$ cat config.mk
export PLATFORM = sky130hd
export DESIGN_NAME = ahb_rr_output_arbiter
export DESIGN_NICKNAME = d
export VERILOG_FILES = /design/src/rtl/ahb_matrix_pkg.sv /design/src/rtl/ahb_burst_tracker.sv /design/src/rtl/ahb_rr_output_arbiter.sv
export SDC_FILE = /design/constraint.sdc
export NUM_CORES = 1
export LEC_CHECK = 0
export CAP_MARGIN = 15
export CORE_MARGIN = 2
export CORE_UTILIZATION = 49
export CTS_CLUSTER_DIAMETER = 60
export DETAILED_ROUTE_END_ITERATION = 10
export HOLD_SLACK_MARGIN = 0.03
export PLACE_DENSITY = 0.77
export SYNTH_ARGS = -nofsm -noshare
export SYNTH_HDL_FRONTEND = slang
export SYNTH_SLANG_ARGS = --single-unit
export TNS_END_PERCENT = 1
$ cat constraint.sdc
create_clock -name HCLK -period 2.7 [get_ports HCLK]
set_input_delay 0.675 -clock HCLK [delete_from_list [all_inputs] [get_ports HCLK]]
set_output_delay 0.675 -clock HCLK [all_outputs]
set_load 0.01 [all_outputs]
$ cat src/rtl/ahb_matrix_pkg.sv
// Shared AHB encodings and burst helpers for the bus-matrix output stage.
package ahb_matrix_pkg;

    localparam logic [1:0] HTRANS_IDLE   = 2'b00;
    localparam logic [1:0] HTRANS_BUSY   = 2'b01;
    localparam logic [1:0] HTRANS_NONSEQ = 2'b10;
    localparam logic [1:0] HTRANS_SEQ    = 2'b11;

    localparam logic [2:0] HBURST_SINGLE = 3'b000;
    localparam logic [2:0] HBURST_INCR   = 3'b001;
    localparam logic [2:0] HBURST_WRAP4  = 3'b010;
    localparam logic [2:0] HBURST_INCR4  = 3'b011;
    localparam logic [2:0] HBURST_WRAP8  = 3'b100;
    localparam logic [2:0] HBURST_INCR8  = 3'b101;
    localparam logic [2:0] HBURST_WRAP16 = 3'b110;
    localparam logic [2:0] HBURST_INCR16 = 3'b111;

    // Number of SEQ beats that follow the NONSEQ of a fixed-length burst.
    function automatic logic [3:0] burst_beats_m1(input logic [2:0] hburst);
        logic [3:0] beats;
        case (hburst)
            HBURST_WRAP4,  HBURST_INCR4:  beats = 4'd3;
            HBURST_WRAP8,  HBURST_INCR8:  beats = 4'd7;
            HBURST_WRAP16, HBURST_INCR16: beats = 4'd15;
            default:                      beats = 4'd0;
        endcase
        return beats;
    endfunction

endpackage

$ cat src/rtl/ahb_burst_tracker.sv
// Counts remaining SEQ beats of the granted port's fixed-length burst.
module ahb_burst_tracker
    import ahb_matrix_pkg::*;
(
    input  logic       clk,
    input  logic       rst_n,
    input  logic       advance,
    input  logic       active,
    input  logic [1:0] htrans,
    input  logic [2:0] hburst,
    output logic [3:0] rem_next
);

    logic [3:0] beat_cnt;

    always_comb begin
        rem_next = 4'd0;
        if (active) begin
            case (htrans)
                HTRANS_NONSEQ: rem_next = burst_beats_m1(hburst);
                HTRANS_SEQ:    rem_next = (beat_cnt != 4'd0) ? beat_cnt - 4'd1 : 4'd0;
                HTRANS_BUSY:   rem_next = beat_cnt;
                default:       rem_next = 4'd0;
            endcase
        end
    end

    always_ff @(posedge clk or negedge rst_n) begin
        if (!rst_n) begin
            beat_cnt <= 4'd0;
        end else if (advance) begin
            beat_cnt <= rem_next;
        end
    end

endmodule

$ cat src/rtl/ahb_rr_output_arbiter.sv
// Round-robin slave-port arbiter; holds the grant across locked sequences and
// fixed-length bursts so neither is ever split between masters.
module ahb_rr_output_arbiter
    import ahb_matrix_pkg::*;
#(
    parameter int unsigned NUM_PORTS = 3,
    parameter int unsigned PORT_W    = (NUM_PORTS > 2) ? $clog2(NUM_PORTS) : 1
) (
    input  logic                 HCLK,
    input  logic                 HRESETn,
    input  logic [NUM_PORTS-1:0] req_port,
    input  logic                 HREADYM,
    input  logic                 HSELM,
    input  logic [1:0]           HTRANSM,
    input  logic [2:0]           HBURSTM,
    input  logic                 HMASTLOCKM,
    output logic [PORT_W-1:0]    addr_in_port,
    output logic                 no_port
);

    localparam logic [0:0] ST_IDLE    = 1'b0;
    localparam logic [0:0] ST_GRANTED = 1'b1;

    logic [0:0]        state;
    logic [PORT_W-1:0] last_port;
    logic [PORT_W-1:0] winner;
    logic              found;
    logic              hold;
    logic [3:0]        rem_next;
    int unsigned       idx;

    assign no_port = (state == ST_IDLE);

    ahb_burst_tracker u_tracker (
        .clk      (HCLK),
        .rst_n    (HRESETn),
        .advance  (HREADYM),
        .active   (HSELM & ~no_port),
        .htrans   (HTRANSM),
        .hburst   (HBURSTM),
        .rem_next (rem_next)
    );

    assign hold = ~no_port & (HMASTLOCKM | (rem_next != 4'd0));

    // Scan from last_port+1 around to last_port itself; the last grantee comes last.
    always_comb begin
        winner = last_port;
        found  = 1'b0;
        idx    = 0;
        for (int unsigned k = 1; k <= NUM_PORTS; k++) begin
            idx = 32'(last_port) + k;
            if (idx >= NUM_PORTS) begin
                idx = idx - NUM_PORTS;
            end
            if (!found && req_port[idx[PORT_W-1:0]]) begin
                found  = 1'b1;
                winner = idx[PORT_W-1:0];
            end
        end
    end

    always_ff @(posedge HCLK or negedge HRESETn) begin
        if (!HRESETn) begin
            state        <= ST_IDLE;
            addr_in_port <= '0;
            last_port    <= PORT_W'(NUM_PORTS - 1);
        end else if (HREADYM) begin
            if (hold) begin
                state <= ST_GRANTED;
            end else if (found) begin
                state        <= ST_GRANTED;
                addr_in_port <= winner;
                last_port    <= winner;
            end else begin
                state <= ST_IDLE;
            end
        end
    end

endmodule

# Word-level counts from Yosys, hierarchy flattened

Cells that the tools add are included.

Word-level logic and storage cells: 62
Output and inout port bits: 3
Register bits: 9

Bitwise gates (word level): 5
Magnitude comparators: 6
Add/subtract/negate cells: 7
Equal/unequal tests: 9
Reductions and logical operators: 10
Multiplexer cells: 21

Operator list:

| kind                                                       | count |
|---|---|
| one-hot mux 4 bit (3 select lines)                         | 2 |
| == test 3 bit, second input constant                       | 4 |
| two-way mux 2 bit                                          | 6 |
| >= comparator 3 x 2 -> 1 bit, second input constant        | 3 |
| less-than comparator 2 x 3 -> 1 bit, second input constant | 3 |
| two-way mux 1 bit                                          | 8 |
| two-way mux 4 bit                                          | 2 |
| nonzero test 4 bit                                         | 2 |
| adder 2 x 2 -> 3 bit, second input constant                | 2 |
| binary-select mux 1 bit (select 2 bit)                     | 3 |
| == test 3 x 2 -> 1 bit, second input constant              | 2 |
| OR reduction 2 bit                                         | 3 |
| subtractor 2 bit, second input constant                    | 3 |
| == test 2 bit, second input constant                       | 2 |
| subtractor 4 x 1 -> 4 bit, second input constant           | 1 |
| adder 2 x 1 -> 3 bit, second input constant                | 1 |
| AND reduction 3 bit                                        | 1 |
| AND 1 bit                                                  | 2 |
| == test 2 x 1 -> 1 bit, second input constant              | 1 |
| logical AND 1 bit                                          | 2 |
| logical NOT 1 bit                                          | 2 |
| inverter 1 bit                                             | 2 |
| OR 1 bit                                                   | 1 |

# Longest topological paths before layout

Depth in word-level cells: 14
Gate-level depth with buffers: 8
Gate-level depth less buffers: 8

# Cells and area by module

Synthesis repeated with hierarchy kept, for this count alone.

Cell total of the unflattened synthesis: 88
Area, all modules: 823.3 um^2

Modules (own cells, without submodules):

| module                | area each (um^2) | sequential area each (um^2) | instances | cells each |
|---|---|---|---|---|
| ahb_rr_output_arbiter | 479.2            | 101.3                       | 1         | 50 |
| ahb_burst_tracker     | 344.1            | 100.1                       | 1         | 38 |

# Worst setup path after synthesis

Ideal clock, no wire load.

Path kind: register -> register
From: reg last_port[1]
To: reg addr_in_port[1]
Setup slack: 655 ps
Period minus slack after synthesis: 2,045 ps
Cell stages (with the launch flop): 9
Buffers on the path: 1
Data required time: 2,622 ps
Data arrival time: 1,967 ps
Cells stage by stage: dfstp_2 > inv_1 > ha_1 > buf_2 > a221oi_1 > a31o_1 > mux2_2 > nor4_4 > o21bai_1

Longest elaborated chain between the ends: 13
Elaborated cells between the ends (all ways): 29
Classes of those cells: add/sub (6); order compare (3); mux (15); reduce/logical (5)

RTL lines:

| what                                                             | line                                                     | source |
|---|---|---|
| from (decl)                                                      | ahb_rr_output_arbiter.sv:25                              | `logic [PORT_W-1:0] last_port;` |
| from (signal assigned)                                           | ahb_rr_output_arbiter.sv:67                              | `last_port <= PORT_W'(NUM_PORTS - 1);` |
| from (signal assigned)                                           | ahb_rr_output_arbiter.sv:74                              | `last_port <= winner;` |
| adder 2 x 1 -> 3 bit                                             | ahb_rr_output_arbiter.sv:52                              | `idx = 32'(last_port) + k;` |
| >= comparator 3 x 2 -> 1 bit or subtractor 2 bit (tied branches) | ahb_rr_output_arbiter.sv:53, ahb_rr_output_arbiter.sv:54 |  |
| two-way mux 2 bit                                                | ahb_rr_output_arbiter.sv:53                              | `if (idx >= NUM_PORTS) begin` |
| binary-select mux 1 bit (select 2 bit)                           | ahb_rr_output_arbiter.sv:56                              | `if (!found && req_port[idx[PORT_W-1:0]]) begin` |
| two-way mux 1 bit (not written as such)                          | ahb_rr_output_arbiter.sv:56                              |  |
| two-way mux 1 bit                                                | ahb_rr_output_arbiter.sv:56                              |  |
| logical NOT 1 bit                                                | ahb_rr_output_arbiter.sv:56                              |  |
| logical AND 1 bit                                                | ahb_rr_output_arbiter.sv:56                              |  |
| two-way mux 1 bit                                                | ahb_rr_output_arbiter.sv:56                              |  |
| logical NOT 1 bit                                                | ahb_rr_output_arbiter.sv:56                              |  |
| logical AND 1 bit                                                | ahb_rr_output_arbiter.sv:56                              |  |
| two-way mux 1 bit                                                | ahb_rr_output_arbiter.sv:56                              |  |
| AND reduction 3 bit (no line)                                    | -                                                        |  |
| to (signal assigned)                                             | ahb_rr_output_arbiter.sv:73                              | `addr_in_port <= winner;` |
| to (decl)                                                        | ahb_rr_output_arbiter.sv:17                              | `output logic [PORT_W-1:0] addr_in_port,` |

Several ways; a longest one is shown, not always the timed one. The select of a mux whose other input is x is not followed.
A chain may end at the register's enable or synchronous reset.

# Final worst setup path

From: in HTRANSM[1]
To: reg addr_in_port[1]

Longest elaborated chain between the ends: 8
Elaborated cells between the ends (all ways): 10
Classes of those cells: eq/ne (3); mux (2); bitwise (3); reduce/logical (2)

RTL lines:

| what                                                    | line                        | source |
|---|---|---|
| from (decl)                                             | ahb_rr_output_arbiter.sv:14 | `input logic [1:0] HTRANSM,` |
| == test 2 x 1 -> 1 bit or == test 2 bit (tied branches) | ahb_burst_tracker.sv:19     | `case (htrans)` |
| one-hot mux 4 bit (3 select lines) (*)                  | ahb_burst_tracker.sv:19     |  |
| two-way mux 4 bit (*)                                   | ahb_burst_tracker.sv:18     | `if (active) begin` |
| nonzero test 4 bit (*)                                  | ahb_rr_output_arbiter.sv:44 | `assign hold = ~no_port & (HMASTLOCKM \| (rem_next != 4'd0));` |
| OR 1 bit (*)                                            | ahb_rr_output_arbiter.sv:44 |  |
| AND 1 bit (*)                                           | ahb_rr_output_arbiter.sv:44 |  |
| inverter 1 bit (no line) (*)                            | -                           |  |
| AND reduction 3 bit (no line) (*)                       | -                           |  |

Mark *: on every way between the ends. The rest lies on a longest branch, timed or not.

==> summary.txt <==
slowest CP cell -> clkdlybuf4s50_1
Core Region -> 1471 um^2
reg2reg setup slack -> 500 ps
Cell Area, Synth -> 747.0 um^2
vias in the first global route -> 639
critical path's largest stage delay -> 540 ps
critical path peak fanout -> 9
first-pass GRT wire length -> 2580 um
count of final setup violators -> 0
post-synth top area share -> 0.2345
layout cells sized above 1 -> 0.1313
sequential share of the synthesized area -> 0.2697
max-slew violations -> 0
largest cells by area after synthesis -> dfrtp_1 23%, ha_1 6.7%, inv_1 6.5%, nand2_1 4.0%, dfstp_2 3.5%
worst relative slew slack -> 0.7382
peak supply drop -> 516.0 uV
CTS tree -> yes
Crit. Startpoint -> HTRANSM[1]
Top Ports -> 16
final core utilization -> 0.6207
register area -> 201.4 um^2
period utilisation layout -> 0.8856
PortBufs -> 14
drt first pass iters -> 4
H-tree levels -> 1
worst-path cell chain -> clkdlybuf4s50_1 -> nor2b_1 -> o21ai_1 -> o211ai_1 -> a211o_4 -> nor4_4 -> o21bai_1
Die H -> 43.05 um
WL/cell -> 12.79 um
RSZ-0062 raised after global routing -> no
clock-pin slew on the worst setup and hold paths -> 50 ps
clk_skew -> 2.146 ps
Syn Area/Cell -> 8.892 um^2
CTS root buf -> clkbuf_4
Place WS -> 63.61 ps
clk buf depth -> 2
hold_buf cts -> 0
number of library cell types mapped by synthesis -> 39
GPL Wtd Cong -> 0.7932
Multi-input gate area -> 476.7 um^2
Synth Flop Type -> dfrtp_1
Worst Tran Pin Value -> 392.0 ps
Routed WL -> 1471 um
Vias/cell -> 5.617
Setup crit end -> addr_in_port[1]
EDFF count, synth -> 0
CP Buf/Inv Count -> 1
area grow syn2layout -> 22.28%
initial antenna violation count -> 0
worst reg2reg path startpoint -> last_port[1]
Final nets -> 117
Synth Register Bits -> 8
die width -> 43.05 um
clock insertion delay at the later pin of the skew report -> 250 ps
postcts setup bufs -> 0
worst setup margin -> 309.0 ps
Crit path max-delay family -> compound AO/OA/AOI/OAI gates
largest net degree at the start of global routing -> 11
n_diodes -> 0
ys async rst share -> 1.000
post-CTS sizing -> 0
cell count after synthesis -> 84
Hold Path Class -> register to register
CTS buffer count -> 3
f_max -> 418.2 MHz
CP required -> 2870 ps
r2r endpoint -> addr_in_port[1]
CP Class -> primary input to register
R2R cell count -> 7
Final ANT Viol Nets -> 0
drc violations -> 0
final critical-path required period -> 2391 ps
instance count on the critical path -> 7
Yosys top cell by area -> dfrtp_1
filler instances -> 141
syn_nets -> 101
Max-Cap Viols -> 0
DIE AREA -> 1853 um^2
yosys warns -> 0
worst path arrival time -> 2560 ps
global-route usage over all layers -> 0.1865
Sink Count -> 8
leakage power -> 0.3924 nW
Final HPWL DP -> 1207 um
outcome -> complete, no violations
# rows -> 14
vias -> 646
Setup crit end kind -> register
Setup Total Neg Slack -> 0 ps
cell area power density -> 723.7 nW/um^2
CP Launch Type -> primary input
drt initial violations -> 4
starting density of the core -> 0.5077
Hold Fails Final Rpt -> 0
gr ovfl total -> 0
[synthesized netlist by cell type, drive strengths merged (2+ instances only)]
master / count
a31oi: 2
nor3: 3
mux2: 2
a22oi: 2
mux2i: 2
dfrtp: 7
ha: 4
o211a: 3
o22ai: 3
a21oi: 4
nor2: 4
buf: 3
nand2: 8
o21bai: 2
o21ai: 4
inv: 13
[worst reg2reg max path, cell delays in order (launching register included)]
cell,delay [ps]
dfstp_2,520
inv_1,70
ha_1,390
a221oi_1,260
a31o_1,210
mux2_2,370
nor4_4,150
o21bai_1,150
[flip-flops by register name, summed over array words and instances, names as in the netlist]
name                cells
u_tracker.beat_cnt      4
addr_in_port            2
last_port               1
state                   1
[cell type report]
type,count,area share
timing repair buffer,14,0.1534
multi-input combinational,60,0.5219
clock buffer,4,0.02877
sequential,8,0.2205
tap,16,0.02192
inverter,13,0.05342
[metrics by stage]
step	std cells	hold slack (ps)	area (um^2)	total power, mW
after floorplan	84	379.4	747.0	0.4735
after global placement	111	521.7	887.1	0.5572
after detailed placement	111	535.7	887.1	0.5696
after CTS	115	542.9	913.4	0.6694
after global routing	115	580.4	913.4	0.7268
final	115	542.2	913.4	0.6610
[layout by cell type, fill, tap and decap left out, types with 2 or more instances in the layout]
master and n:
ha_1 4, o22ai_1 3, dfrtp_1 7, o21bai_1 2
a21oi_1 4, nor2_1 4, nor3_2 2, mux2i_1 2
o21ai_1 2, inv_1 13, a22oi_1 2, nand2_1 8
o211a_1 2, o21ai_0 2, clkdlybuf4s50_1 14, mux2_2 2
clkbuf_4 3
[metal layers]
layer  vias up  track usage  share of wire
met5         -            0              0
met1       299       0.2334           0.49
li1        334            -              -
met4         0       0.1091         0.0054
met3         2      0.02553          0.041
met2        11       0.3030           0.47
[where the power goes]
part           switching [mW]  total, mW  internal [mW]
registers              0.0287      0.182          0.153
logic                   0.204      0.386          0.182
clock network          0.0373     0.0936         0.0563
total                   0.270      0.661          0.391
[worst min-delay path by stage]
stage / start / endpoint / slack [ps] / depth (start not counted)
finish: addr_in_port[1] / addr_in_port[1] / 540 / 2
global placement: addr_in_port[1] / addr_in_port[1] / 520 / 2
detailed placement: last_port[1] / last_port[1] / 540 / 2
global route: last_port[1] / last_port[1] / 580 / 2
floorplan: HRESETn / addr_in_port[0] / 380 / 0
CTS: last_port[1] / last_port[1] / 540 / 2
[cell families after synthesis]
| group | after synthesis | synth area share |
|---|---|---|
| buffers and inverters | 16 | 0.09212 |
| AOI/OAI and AO/OA | 30 | 0.3300 |
| DFF | 8 | 0.2697 |
| and+or+nand+nor | 21 | 0.1725 |
| muxes | 4 | 0.05695 |
| adders and majority gates | 4 | 0.06700 |
| xor gates and xnor gates | 1 | 0.01173 |
(Power assumes the default switching activity.)
